### src/rtl/mem_bus_arbiter_if.sv
// Request/response handshake and grant bundle between requesters and the shared-port arbiter.
interface mem_bus_arbiter_if #(
  parameter int NUM_MASTERS = 2
);
  localparam int IDW = (NUM_MASTERS > 1) ? $clog2(NUM_MASTERS) : 1;

  logic [NUM_MASTERS-1:0] m_arvalid;
  logic [NUM_MASTERS-1:0] m_awvalid;
  logic [NUM_MASTERS-1:0] m_rready;
  logic [NUM_MASTERS-1:0] m_bready;
  logic                   s_rvalid;
  logic                   s_bvalid;

  logic [NUM_MASTERS-1:0] grant;
  logic [IDW-1:0]         grant_id;
  logic                   busy;
  logic                   is_write;
  logic                   timeout;

  // Arbiter view: consumes requests and slave responses, drives grant state.
  modport slave (
    input  m_arvalid, m_awvalid, m_rready, m_bready, s_rvalid, s_bvalid,
    output grant, grant_id, busy, is_write, timeout
  );

  // Requester/slave-side view.
  modport master (
    output m_arvalid, m_awvalid, m_rready, m_bready, s_rvalid, s_bvalid,
    input  grant, grant_id, busy, is_write, timeout
  );
endinterface

### src/rtl/mem_bus_arbiter.sv
// Round-robin arbiter for one shared AXI4-Lite style memory port; holds grant until
// the response handshake completes, with a watchdog that force-releases a hung grant.
module mem_bus_arbiter_lane (
  input  logic arvalid_i,
  input  logic awvalid_i,
  input  logic rready_i,
  input  logic bready_i,
  input  logic grant_i,
  output logic req_o,
  output logic rd_ok_o,
  output logic wr_ok_o
);
  assign req_o   = arvalid_i | awvalid_i;
  // Only the granted lane's ready counts toward completion.
  assign rd_ok_o = grant_i & rready_i;
  assign wr_ok_o = grant_i & bready_i;
endmodule

module mem_bus_arbiter #(
  parameter int NUM_MASTERS = 2,
  parameter int TIMEOUT     = 1023,
  parameter int CNT_WIDTH   = 10
) (
  input  logic                clk,
  input  logic                rstn,
  mem_bus_arbiter_if.slave    bus
);
  localparam int IDW = (NUM_MASTERS > 1) ? $clog2(NUM_MASTERS) : 1;

  typedef enum logic [1:0] {IDLE, RD, WR} state_e;

  state_e                 state_q, state_d;
  logic [NUM_MASTERS-1:0] grant_q, grant_d;
  logic [IDW-1:0]         grant_id_q, grant_id_d;
  logic [IDW-1:0]         last_q, last_d;
  logic [CNT_WIDTH-1:0]   wdog_q, wdog_d;

  logic [NUM_MASTERS-1:0] req, rd_ok, wr_ok;
  logic [IDW-1:0]         winner;
  logic                   any_req, done, expire, busy;

  mem_bus_arbiter_lane u_lane [NUM_MASTERS-1:0] (
    .arvalid_i (bus.m_arvalid),
    .awvalid_i (bus.m_awvalid),
    .rready_i  (bus.m_rready),
    .bready_i  (bus.m_bready),
    .grant_i   (grant_q),
    .req_o     (req),
    .rd_ok_o   (rd_ok),
    .wr_ok_o   (wr_ok)
  );

  // Round-robin: first requester at or after last+1, wrapping.
  always_comb begin
    logic [IDW-1:0] cand;
    winner  = '0;
    any_req = 1'b0;
    cand    = '0;
    for (int k = 1; k <= NUM_MASTERS; k++) begin
      cand = IDW'((int'(last_q) + k) % NUM_MASTERS);
      if (!any_req && req[cand]) begin
        any_req = 1'b1;
        winner  = cand;
      end
    end
  end

  assign busy   = (state_q != IDLE);
  assign done   = ((state_q == RD) && bus.s_rvalid && (|rd_ok)) ||
                  ((state_q == WR) && bus.s_bvalid && (|wr_ok));
  // Completion on the expiry cycle takes precedence over the forced release.
  assign expire = (TIMEOUT != 0) && busy && !done &&
                  (wdog_q == CNT_WIDTH'(TIMEOUT));

  always_comb begin
    state_d    = state_q;
    grant_d    = grant_q;
    grant_id_d = grant_id_q;
    last_d     = last_q;
    wdog_d     = wdog_q;
    case (state_q)
      IDLE: begin
        if (any_req) begin
          grant_d         = '0;
          grant_d[winner] = 1'b1;
          grant_id_d      = winner;
          last_d          = winner;
          wdog_d          = '0;
          // A master raising both channels is served as a read first.
          state_d         = bus.m_arvalid[winner] ? RD : WR;
        end
      end
      RD, WR: begin
        if (done || expire) begin
          state_d    = IDLE;
          grant_d    = '0;
          grant_id_d = '0;
          wdog_d     = '0;
        end else if ((TIMEOUT != 0) && (wdog_q != '1)) begin
          wdog_d = wdog_q + 1'b1;
        end
      end
      default: begin
        state_d    = IDLE;
        grant_d    = '0;
        grant_id_d = '0;
        wdog_d     = '0;
      end
    endcase
  end

  always_ff @(posedge clk or negedge rstn) begin
    if (!rstn) begin
      state_q    <= IDLE;
      grant_q    <= '0;
      grant_id_q <= '0;
      last_q     <= IDW'(NUM_MASTERS - 1);
      wdog_q     <= '0;
    end else begin
      state_q    <= state_d;
      grant_q    <= grant_d;
      grant_id_q <= grant_id_d;
      last_q     <= last_d;
      wdog_q     <= wdog_d;
    end
  end

  assign bus.grant    = grant_q;
  assign bus.grant_id = grant_id_q;
  assign bus.busy     = busy;
  assign bus.is_write = (state_q == WR);
  assign bus.timeout  = expire;
endmodule

### src/flat_wrapper.sv
// flat-port wrapper written by rule: the top's interface ports become plain ports
module mem_bus_arbiter_flat 
#(
  parameter int NUM_MASTERS = 2,
  parameter int TIMEOUT     = 1023,
  parameter int CNT_WIDTH   = 10
)
  (clk, rstn, bus_m_arvalid, bus_m_awvalid, bus_m_rready, bus_m_bready, bus_s_rvalid, bus_s_bvalid, bus_grant, bus_grant_id, bus_busy, bus_is_write, bus_timeout);
  mem_bus_arbiter_if #(.NUM_MASTERS(NUM_MASTERS)) bus_i ();
  input  logic clk;
  input  logic rstn;
  input wire logic [$bits(bus_i.m_arvalid)-1:0] bus_m_arvalid;
  input wire logic [$bits(bus_i.m_awvalid)-1:0] bus_m_awvalid;
  input wire logic [$bits(bus_i.m_rready)-1:0] bus_m_rready;
  input wire logic [$bits(bus_i.m_bready)-1:0] bus_m_bready;
  input wire logic [$bits(bus_i.s_rvalid)-1:0] bus_s_rvalid;
  input wire logic [$bits(bus_i.s_bvalid)-1:0] bus_s_bvalid;
  output wire logic [$bits(bus_i.grant)-1:0] bus_grant;
  output wire logic [$bits(bus_i.grant_id)-1:0] bus_grant_id;
  output wire logic [$bits(bus_i.busy)-1:0] bus_busy;
  output wire logic [$bits(bus_i.is_write)-1:0] bus_is_write;
  output wire logic [$bits(bus_i.timeout)-1:0] bus_timeout;
  assign bus_i.m_arvalid = bus_m_arvalid;
  assign bus_i.m_awvalid = bus_m_awvalid;
  assign bus_i.m_rready = bus_m_rready;
  assign bus_i.m_bready = bus_m_bready;
  assign bus_i.s_rvalid = bus_s_rvalid;
  assign bus_i.s_bvalid = bus_s_bvalid;
  assign bus_grant = bus_i.grant;
  assign bus_grant_id = bus_i.grant_id;
  assign bus_busy = bus_i.busy;
  assign bus_is_write = bus_i.is_write;
  assign bus_timeout = bus_i.timeout;
  mem_bus_arbiter #(.NUM_MASTERS(NUM_MASTERS), .TIMEOUT(TIMEOUT), .CNT_WIDTH(CNT_WIDTH)) u_core (.clk(clk), .rstn(rstn), .bus(bus_i));
endmodule
### config.mk
export PLATFORM = sky130hd
export DESIGN_NAME = mem_bus_arbiter_flat
export DESIGN_NICKNAME = d
export VERILOG_FILES = /design/src/rtl/mem_bus_arbiter_if.sv /design/src/rtl/mem_bus_arbiter.sv /design/src/flat_wrapper.sv
export SDC_FILE = /design/constraint.sdc
export NUM_CORES = 1
export LEC_CHECK = 0
export ABC_AREA = 1
export BUFFER_PORTS_ARGS = -buffer_cell sky130_fd_sc_hd__buf_2
export CORE_MARGIN = 1
export CORE_UTILIZATION = 40
export DETAILED_ROUTE_END_ITERATION = 7
export GPL_TIMING_DRIVEN = 0
export PLACE_DENSITY_LB_ADDON = 0.15
export SETUP_SLACK_MARGIN = 0.15
export SLEW_MARGIN = 40
export SYNTH_ARGS = -nofsm -noshare
export SYNTH_HDL_FRONTEND = slang
export SYNTH_SLANG_ARGS = --single-unit
### constraint.sdc
create_clock -name clk -period 3 [get_ports clk]
set_clock_uncertainty 0.2 [all_clocks]
set_input_delay 0.15 -clock clk [delete_from_list [all_inputs] [get_ports clk]]
set_output_delay 0.15 -clock clk [all_outputs]
set_load 0.01 [all_outputs]
==> results.cfg <==
[run_status]
status = finished, final reports clean

[grt]
grt_pass1_wl_um = 3860
overflow = 0
grt_max_degree = 16
grt_pass1_vias = 897
antenna_found_initial = 0
track_usage_pct = 18.8

[run]
cap_viol_max_count = 0

[drt]
ant_nets = 0
dr.pass1.iters = 4
vias = 983
remaining_drc_errors = 0
drt_iter0_drc = 19
viasPerCell = 4.70
routedWlPerCell_um = 10.7
wirelength_um = 2230

[floorplan]
row_count = 18
start_util_pct = 43.0
die-area_mm2 = 0.00290
dieHeight_um = 53.8
die_x_um = 53.8
pin_count = 18
core_area_mm2 = 0.00250

[sta]
tightestPinTransition_ns = 0.424
fin_crit_sh_pct = 67.1
setup_tns_ns = 0
period_needed_ns = 2.01
rsz0062_at_grt = false
slew-limit-headroom_pct = 71.7
setup_viol = 0
slew_violations = 0
max_clock_freq_mhz = 497
hold_violations = 0

[cells_and_area]
drive_gt1_share_pct = 17.9
fillCellCount = 266
antenna-diode-count = 0
area_delta_synth_final_pct = 15.7
nNetsFinal = 196
fin_cells = 209

[min_path]
holdCritPathClass = in2reg

[synth]
avgSynthCellArea_um2 = 6.89
synth_cell_types = 24
ys_seq_area_share_pct = 35.0
synth_area_mm2 = 0.00107
synth_warnings = 0
synth_seq_cells = 15
synth_nets = 172
syn_inst = 156

[power_and_ir_drop]
power_mw = 0.767
cellPowerDensity_mw_per_mm2 = 617
ir_drop_uv = 422
p_leak_nw = 0.648

[clock_tree]
insertion_delay_ns = 0.28
cts.sinks = 15
numCtsBuffers = 3
clock_path_buffers = 2
cts-resized-gates = 0
clkTransAtPathRegs_ns = 0.09
cts_tree = done
clockRootBuffer = clkbuf_4
h-tree-depth = 1

[placed_design]
gp_congestion = 0.816
portBuffers = 17
dp_hpwl_um = 1670
dp_cells = 203

[setup_path]
critical_path_class = reg2reg
required_ns = 3.02
crit_arrival_ns = 2.04
endpoint_kind = flop
cp_max_fo = 10
cp-start-kind = flop
-- where the power goes --
part           switching [mW]  internal [mW]  total [mW]  leakage (nW)
Sequential             0.0338          0.248       0.282         0.200
Clock                  0.0688         0.0515       0.120        0.0150
Combinational           0.230          0.135       0.365         0.433
-- routing by layer --
metal / vias to the layer above / wire length (um) / global-route usage [%]
li1: 524 / - / -
met1: 440 / 1110 / 24.3
met2: 17 / 1020 / 32.3
met3: 2 / 88 / 3.39
met4: 0 / 12 / 3.95
met5: - / 0 / 0
-- registers in the layout (all words and copies together), names as in the netlist --
| name | count |
|---|---|
| u_core.wdog_q | 10 |
| u_core.bus.grant | 2 |
| u_core.state_q | 2 |
| u_core.last_q | 1 |
-- metrics by stage --
| step | hold slack [ns] | area (um2) | util, % | setup slack, ns |
|---|---|---|---|---|
| after floorplan | -0.346 | 1070 | - | 1.16 |
| after CTS | 0.0163 | 1240 | 49.7 | 0.957 |
| after global placement | -0.117 | 1200 | 47.9 | 0.999 |
| after global routing | 0.0535 | 1240 | 49.7 | 0.785 |
| after detailed placement | -0.115 | 1200 | 47.9 | 0.992 |
| final | 0.0369 | 1240 | 49.7 | 0.987 |
-- cells in the final DEF, fill, tap and decap left out, types with 2 or more instances in the layout --
cell / count
dlygate4sd3_1: 2
clkbuf_4: 3
nand2_1: 73
nor2_4: 2
nor2_1: 14
buf_4: 2
buf_2: 17
nor3_1: 8
ha_1: 4
nand3_1: 4
xor2_1: 2
o21bai_1: 2
dfrtp_1: 14
inv_1: 17
xnor2_1: 2
-- cells by family (layout without fill, tap and decap cells) --
| logic type | after synthesis | count (layout) | share of synthesized area (%) |
|---|---|---|---|
| buffers and inverters | 20 | 43 | 7.68 |
| and+or+nand+nor | 106 | 106 | 43.4 |
| adders and majority gates | 4 | 4 | 4.66 |
| AOI/OAI and AO/OA | 7 | 7 | 5.94 |
| DFF | 15 | 15 | 35.0 |
| xor gates and xnor gates | 4 | 4 | 3.26 |
-- worst max-delay path: stages, from the launching register on --
cell and delay [ns]:
dfrtp_1 0.41, inv_1 0.09, ha_1 0.31, inv_1 0.11, nor2_1 0.33, inv_1 0.12, o21ai_2 0.20, nand2_1 0.10
nand2_1 0.08
-- final timing paths --
kind	to	slack, ns	start	cells after the start
max	u_core.wdog_q[3]	0.99	u_core.state_q[0]	8
min	u_core.bus.grant[0]	0.04	bus_m_awvalid[1]	4
max reg2reg	u_core.wdog_q[3]	0.99	u_core.state_q[0]	8
min reg2reg	u_core.wdog_q[5]	0.32	u_core.wdog_q[5]	2
max in group asynchronous	u_core.last_q	2.18	rstn	2
min in group asynchronous	u_core.wdog_q[8]	0.11	rstn	2
-- synth_stat cells, drive strengths merged --
cell type / n / area share (%)
nor3: 8 / 3.7
nor2: 18 / 9.4
o21ai: 3 / 2.8
nand3: 5 / 3.5
xor2: 2 / 1.6
o22ai: 1 / 0.58
ha: 4 / 4.7
dfstp: 1 / 2.4
nand3b: 1 / 0.70
dfrtp: 14 / 33
buf: 2 / 1.4
nand2: 73 / 25
o211ai: 1 / 1.2
inv: 18 / 6.3
xnor2: 2 / 1.6
o21bai: 2 / 1.4
nand4: 1 / 0.58
-- area by class of cell --
type	instances	area, um2	area share, %
Buffer	2	15.0	1.21
Clock buffer	4	26.3	2.11
Inverter	18	67.6	5.43
Multi-Input combinational cell	121	616	49.5
Sequential cell	15	377	30.3
Tap cell	30	37.5	3.02
Timing Repair Buffer	19	105	8.45
-- what timing repair did --
action	in CTS	in global routing
buffers inserted	0	0
endpoints found under the hold margin	16	0
hold buffers	2	0
(Power assumes the default switching activity.)
